**src/rtl/seg7_scan_driver.sv**
```systemverilog
// Multiplexed N-digit BCD 7-segment driver: shadow register, refresh divider,
// leading-zero suppression, blanking, sticky invalid-code flag, output polarity.
module seg7_scan_driver #(
  parameter int NUM_DIGITS  = 4,
  parameter int DIV_MAX     = 49999,
  parameter int ACTIVE_LOW  = 0,
  parameter int LZ_SUPPRESS = 1
) (
  input  logic                    clk,
  input  logic                    reset,
  input  logic                    load,
  input  logic [4*NUM_DIGITS-1:0] bcd_in,
  input  logic [NUM_DIGITS-1:0]   dp_in,
  input  logic                    blank,
  output logic [6:0]              seg,
  output logic                    dp,
  output logic [NUM_DIGITS-1:0]   digit_en,
  output logic                    code_err
);

  localparam int   DIV_W = (DIV_MAX > 0) ? $clog2(DIV_MAX + 1) : 1;
  localparam int   IDX_W = (NUM_DIGITS > 1) ? $clog2(NUM_DIGITS) : 1;
  localparam logic POL   = (ACTIVE_LOW != 0);

  logic [DIV_W-1:0]        div_cnt;
  logic                    tick;
  logic [IDX_W-1:0]        idx;
  logic [4*NUM_DIGITS-1:0] shadow_bcd;
  logic [NUM_DIGITS-1:0]   shadow_dp;

  logic                    load_err;
  logic [NUM_DIGITS-1:0]   suppress;
  logic [3:0]              cur_bcd;
  logic                    cur_dp;
  logic                    cur_sup;
  logic [6:0]              seg_nxt;
  logic                    dp_nxt;
  logic [NUM_DIGITS-1:0]   en_nxt;

  function automatic logic [6:0] decode(input logic [3:0] d);
    case (d)
      4'd0:    decode = 7'b0111111;
      4'd1:    decode = 7'b0000110;
      4'd2:    decode = 7'b1011011;
      4'd3:    decode = 7'b1001111;
      4'd4:    decode = 7'b1100110;
      4'd5:    decode = 7'b1101101;
      4'd6:    decode = 7'b1111101;
      4'd7:    decode = 7'b0000111;
      4'd8:    decode = 7'b1111111;
      4'd9:    decode = 7'b1101111;
      default: decode = 7'b1000000;
    endcase
  endfunction

  assign tick = (div_cnt == DIV_W'(DIV_MAX));

  always_comb begin
    load_err = 1'b0;
    for (int i = 0; i < NUM_DIGITS; i++) begin
      if (bcd_in[4*i +: 4] > 4'd9) load_err = 1'b1;
    end
  end

  // A digit is blanked when it and every more significant digit are zero;
  // digit 0 always shows so an all-zero value reads "0".
  always_comb begin
    logic run_zero;
    run_zero = 1'b1;
    suppress = '0;
    for (int i = NUM_DIGITS - 1; i >= 0; i--) begin
      run_zero    = run_zero & (shadow_bcd[4*i +: 4] == 4'd0);
      suppress[i] = run_zero && (i != 0) && (LZ_SUPPRESS != 0);
    end
  end

  always_comb begin
    cur_bcd = 4'd0;
    cur_dp  = 1'b0;
    cur_sup = 1'b0;
    en_nxt  = '0;
    for (int i = 0; i < NUM_DIGITS; i++) begin
      if (idx == IDX_W'(i)) begin
        cur_bcd   = shadow_bcd[4*i +: 4];
        cur_dp    = shadow_dp[i];
        cur_sup   = suppress[i];
        en_nxt[i] = 1'b1;
      end
    end
    seg_nxt = (blank || cur_sup) ? 7'b0000000 : decode(cur_bcd);
    dp_nxt  = blank ? 1'b0 : cur_dp;
    if (blank) en_nxt = '0;
  end

  always_ff @(posedge clk) begin
    if (reset) begin
      div_cnt    <= '0;
      idx        <= '0;
      shadow_bcd <= '0;
      shadow_dp  <= '0;
      code_err   <= 1'b0;
      seg        <= {7{POL}};
      dp         <= POL;
      digit_en   <= {NUM_DIGITS{POL}};
    end else begin
      div_cnt <= tick ? '0 : div_cnt + 1'b1;
      if (tick) idx <= (idx == IDX_W'(NUM_DIGITS - 1)) ? '0 : idx + 1'b1;
      if (load) begin
        shadow_bcd <= bcd_in;
        shadow_dp  <= dp_in;
        code_err   <= load_err;
      end
      // Polarity is applied last, after blanking and suppression.
      seg      <= seg_nxt ^ {7{POL}};
      dp       <= dp_nxt ^ POL;
      digit_en <= en_nxt ^ {NUM_DIGITS{POL}};
    end
  end

endmodule

```
**config.mk**
```make
export PLATFORM = sky130hd
export DESIGN_NAME = seg7_scan_driver
export DESIGN_NICKNAME = d
export VERILOG_FILES = /design/src/rtl/seg7_scan_driver.sv
export SDC_FILE = /design/constraint.sdc
export NUM_CORES = 1
export LEC_CHECK = 0
export CORE_MARGIN = 5
export CORE_UTILIZATION = 57
export DETAILED_ROUTE_END_ITERATION = 12
export HOLD_SLACK_MARGIN = 0.05
export MAX_ROUTING_LAYER = met4
export PLACE_DENSITY = 0.88
export SETUP_SLACK_MARGIN = 0.2
export SLEW_MARGIN = 20
export SYNTH_ARGS = -nofsm -noshare
export SYNTH_HDL_FRONTEND = slang
export SYNTH_SLANG_ARGS = --single-unit
```
**constraint.sdc**
```tcl
create_clock -name clk -period 5.3 [get_ports clk]
set_input_delay 1.06 -clock clk [delete_from_list [all_inputs] [get_ports clk]]
set_output_delay 1.06 -clock clk [all_outputs]
set_load 0.1 [all_outputs]
```
======== Yosys cells after proc, flatten, opt, wreduce, memory -nomap -nowiden ========
Memory sizes are Yosys's and may differ from the RTL's. A register that Yosys moved wholly into a read port is not among the register bits.
Cells that the tools add are included.
storage, ports and cells
  bits in read-only memories .............. 112
  output and inout port bits .............. 13
  memories kept ........................... 1
  bits in registers ....................... 44
  bits of input ports ..................... 24
cells by class
  reduce and logical (&&, ||, !) cells .... 8
  bitwise gates (word level) .............. 2
  $lt $le $gt $ge ......................... 4
  mux-type cells .......................... 20
  $add $sub $neg .......................... 2
  eq/ne operators ......................... 4
memories
  name              words  bits a word  rd ports  clocked after memory_dff  write ports  line  source
  (name not given)  16     7            1         1                         0            41    case (d)
operator list
  cell                                                  count
  adder 16 x 1 -> 16 bit (second input constant)        1
  equality test 16 bit (second input constant)          1
  > comparator 4 bit (second input constant)            4
  2-to-1 mux 4 bit                                      4
  2-to-1 mux 1 bit                                      15
  logical NOT 4 bit                                     3
  OR reduction 2 bit                                    3
  equality test 2 bit (second input constant)           2
  adder 2 x 1 -> 2 bit (second input constant)          1
  bitwise AND 1 bit                                     2
  equality test 2 x 1 -> 1 bit (second input constant)  1
  logical NOT 2 bit                                     1
  2-to-1 mux 2 bit                                      1
  logical OR 1 bit                                      1

======== Longest topological paths before layout ========
  depth in word-level cells ............... 8
  mapped depth ............................ 10
  depth with buffers taken out ............ 9

======== Worst setup path before layout ========
OpenSTA, ideal clock, no wires.
  kind .................................... input port to flip-flop
  from .................................... input port blank
  to ...................................... register seg[0]
  setup slack ............................. 3234 ps
  buffers on the path ..................... 0
  setup time .............................. 77 ps
  stages .................................. 4
  required time ........................... 5223 ps
  arrival time ............................ 1989 ps
  cells stage by stage .................... or4_1 > a21oi_1 > o211ai_1 > o22ai_1
between the ends
  cells in the longest elaborated chain, start to end .. 2
RTL lines
  element                              line  source
  start: declaration                   14    input logic blank,
  logical OR 1 bit                     90    seg_nxt = (blank || cur_sup) ? 7'b0000000 : decode(cur_bcd);
  OR reduction 2 bit (no source line)  n/a
  end: declaration                     15    output logic [6:0] seg,
Every way passes these cells.
A chain may end at the register's enable or synchronous reset.

======== Worst setup path in the final report ========
  from .................................... register code_err
  to ...................................... output port code_err
RTL lines
  element                   line  source
  start: declaration        18    output logic code_err
  start signal: assignment  111   code_err <= load_err;
No word-level cell between the ends.

==> impl_results.md <==
* GRT overflow at 0
* Min cycle time layout at 2830 ps
* Share of layout cells above drive strength 1 at 6.60%
* Synth cell count leaders: 51 x dfxtp_1, 38 x nor2_1, 23 x mux2i_1
* Via Count at 1930
* HP Class: reg -> reg
* Final WS setup at 2470 ps
* Crit path max-delay family: buffers and inverters
* Vias in the first global route at 1867
* PwrDens at 283 nW/um^2
* Area delta synth->final at 20.4%
* Clock Tree Root: clkbuf_8
* Outcome: finished, final reports clean
* Critical path required time at 4240 ps
* H-tree lvl count at 2
* Via density at 5.71
* Final Max Slew Viols at 0
* Netlist cell types at 48
* CTS hold repair buffers at 0
* Largest stage delay, worst path at 1130 ps
* Crit end category: primary output
* Clk_skew at 4.67 ps
* Leading area contributor after synthesis: dfxtp_1
* Post-synthesis area per instance at 9.47 sq um
* WL final at 5.04 mm
* EDFF count, synth at 0
* Maximum vdd drop at 0.143 mV
* Cts bufs inserted at 5
* Worst path slowest cell: clkdlybuf4s50_1
* Port Buffers at 36
* Area of the die at 5600 sq um
* Drt wl/cell at 14.9 um
* Max cap viols at 0
* Fin. Hold Viols at 0
* Gate count after technology mapping at 253
* Worst-Margin Slew at 976 ps
* Initial detailed-routing violation count at 199
* Setup TNS at 0 ps
* P_leak at 0.00115 uW
* Resized cells post-CTS at 0
* Fmax at 354 MHz
* Synthesized cell area at 2390 sq um
* Synth top area cells: dfxtp_1 43%, mux2i_1 9.6%, nor2_1 6.0%
* Finished Layout Cells at 338
* First-pass GRT wire length at 8.31 mm
* WP buf/inv at 1
* Core box area at 4030 sq um
* Largest buffer count on any clock path at 2
* Register area at 1020 sq um
* NumNets Final at 322
* TritonCTS clock tree: yes
* Std cell rows at 23
* Setup WS pre-CTS at 2500 ps
* Gp weighted congestion at 0.883
* Filler cells at 318
* Syn nets at 288
* Startpoint types: register
* Postcts setup bufs at 0
* Most frequent cell after synthesis: dfxtp_1
* Drt pass-1 iters at 4
* RSZ-0062 raised after global routing: no
* Multi-input logic area at 1280 sq um
* Crit-path cells: clkdlybuf4s50_1
* Number of routed nets with antenna violations at 0
* Worst-skew pair later-pin latency at 300 ps
* Ys Warns at 0
* Largest net degree at the start of global routing at 33
* Die height at 74.8 um
* Crit path kind: reg -> out
* #FFs+latches synth at 51
* Gr usage total at 19.6%
* Dpl hpwl at 3.63 mm
* # IOs at 37
* # DRC at 0
* Utilization after layout at 71.6%
* Final setup violation count at 0
* Rel. slew slack at 34.7%
* Share of the synthesized area in the top cell type at 42.6%
* Antenna cells at 0
* Placed Cells at 330
* CTS sink cnt at 51
* CP arrival at 1770 ps
* Synth Flop Type: dfxtp_1
* Largest fanout on the critical path at 2
* Initial Util at 59.4%
* Initial antenna violation count at 0
* Final critical-path share of the clock period at 53.3%
* Asr flop ratio synth at 0%
* Sequential fraction of the synthesis area at 42.6%
* Die width at 74.8 um
* Worst-path clk slew at 90 ps
## path summary, 6_finish.rpt
path	start	to	slack (ps)	cells past startpoint
worst min-delay path	shadow_dp[3]$_SDFFE_PP0P_	dp$_SDFF_PP0_	470	2
worst max register to register	idx[0]$_SDFFE_PP0P_	seg[0]$_SDFF_PP0_	2690	7
worst max-delay path	code_err$_SDFFE_PP0P_	code_err	2470	1
worst min register to register	shadow_dp[3]$_SDFFE_PP0P_	dp$_SDFF_PP0_	470	2
## sequential cells by signal, summed over array words and instances, names as in the netlist
register / flops
div_cnt: 16
shadow_bcd: 16
seg: 7
digit_en: 4
shadow_dp: 4
idx: 2
code_err: 1
dp: 1
## worst register-to-register path, stage by stage, from the launching register on
cell	delay, ps
dfxtp_1	400
ha_1	550
a211oi_1	120
a211oi_2	540
inv_1	250
ha_1	260
mux2_2	280
o22ai_1	130
## final cells by class
class                      instances  share of cell area (%)
clock buffer                       8                    3.47
inverter                          12                    1.56
multi-input combinational        179                    44.4
sequential                        51                    35.4
tap                               50                    2.17
timing repair buffer              38                    13.0
## metrics by stage
step / cell area, sq um / hold WS, ps / power [uW]
final: 2880 / 474 / 816
after global placement: 2780 / 458 / 581
after detailed placement: 2780 / 471 / 584
after floorplan: 2390 / 440 / 534
after CTS: 2880 / 481 / 821
after global routing: 2880 / 507 / 849
## kinds of logic (layout without fill, tap and decap cells)
group,Yosys count,count (layout),share of synthesized area (%)
compound gates,39,39,11.5
fa+ha+maj,11,11,5.75
flops,51,51,42.6
mux,24,24,10.1
xor+xnor,11,11,4.02
simple gates,94,94,22.1
buf+inv,23,58,3.92
## power breakdown
group | switching (uW) | leakage, uW | internal [uW]
combinational | 106 | 0.000678 | 55.4
sequential | 11.9 | 0.000418 | 403
clock | 120 | 0.0000515 | 119
## layer usage
layer  wire length [um]  GRT usage (%)  vias to the layer above
met1               2150           24.3                      905
met3                299           2.94                        5
met5                  0              -                        -
li1                   -              -                      967
met2               2530           32.0                       53
met4                 59           7.91                        0
## layout by cell type (no fill, tap or decap), types with 3 or more instances in the layout
master / synthesis / layout
nand2_1: 5 / 5
nor3_1: 3 / 3
or3_1: 3 / 3
o21ai_0: 8 / 8
xnor2_1: 6 / 6
nor3b_1: 5 / 5
dfxtp_1: 51 / 51
nor2_1: 38 / 38
a211oi_1: 6 / 6
clkdlybuf4s50_1: 0 / 36
inv_1: 12 / 12
clkbuf_8: 0 / 7
nand3b_1: 4 / 4
and2_1: 5 / 5
xor2_1: 5 / 5
mux2i_1: 23 / 23
ha_1: 11 / 11
a21oi_1: 6 / 6
nor4_1: 4 / 4
nand3_1: 3 / 3
nand4_1: 5 / 5
o22ai_1: 4 / 4
No activity file was read; power rests on OpenSTA's default activity.
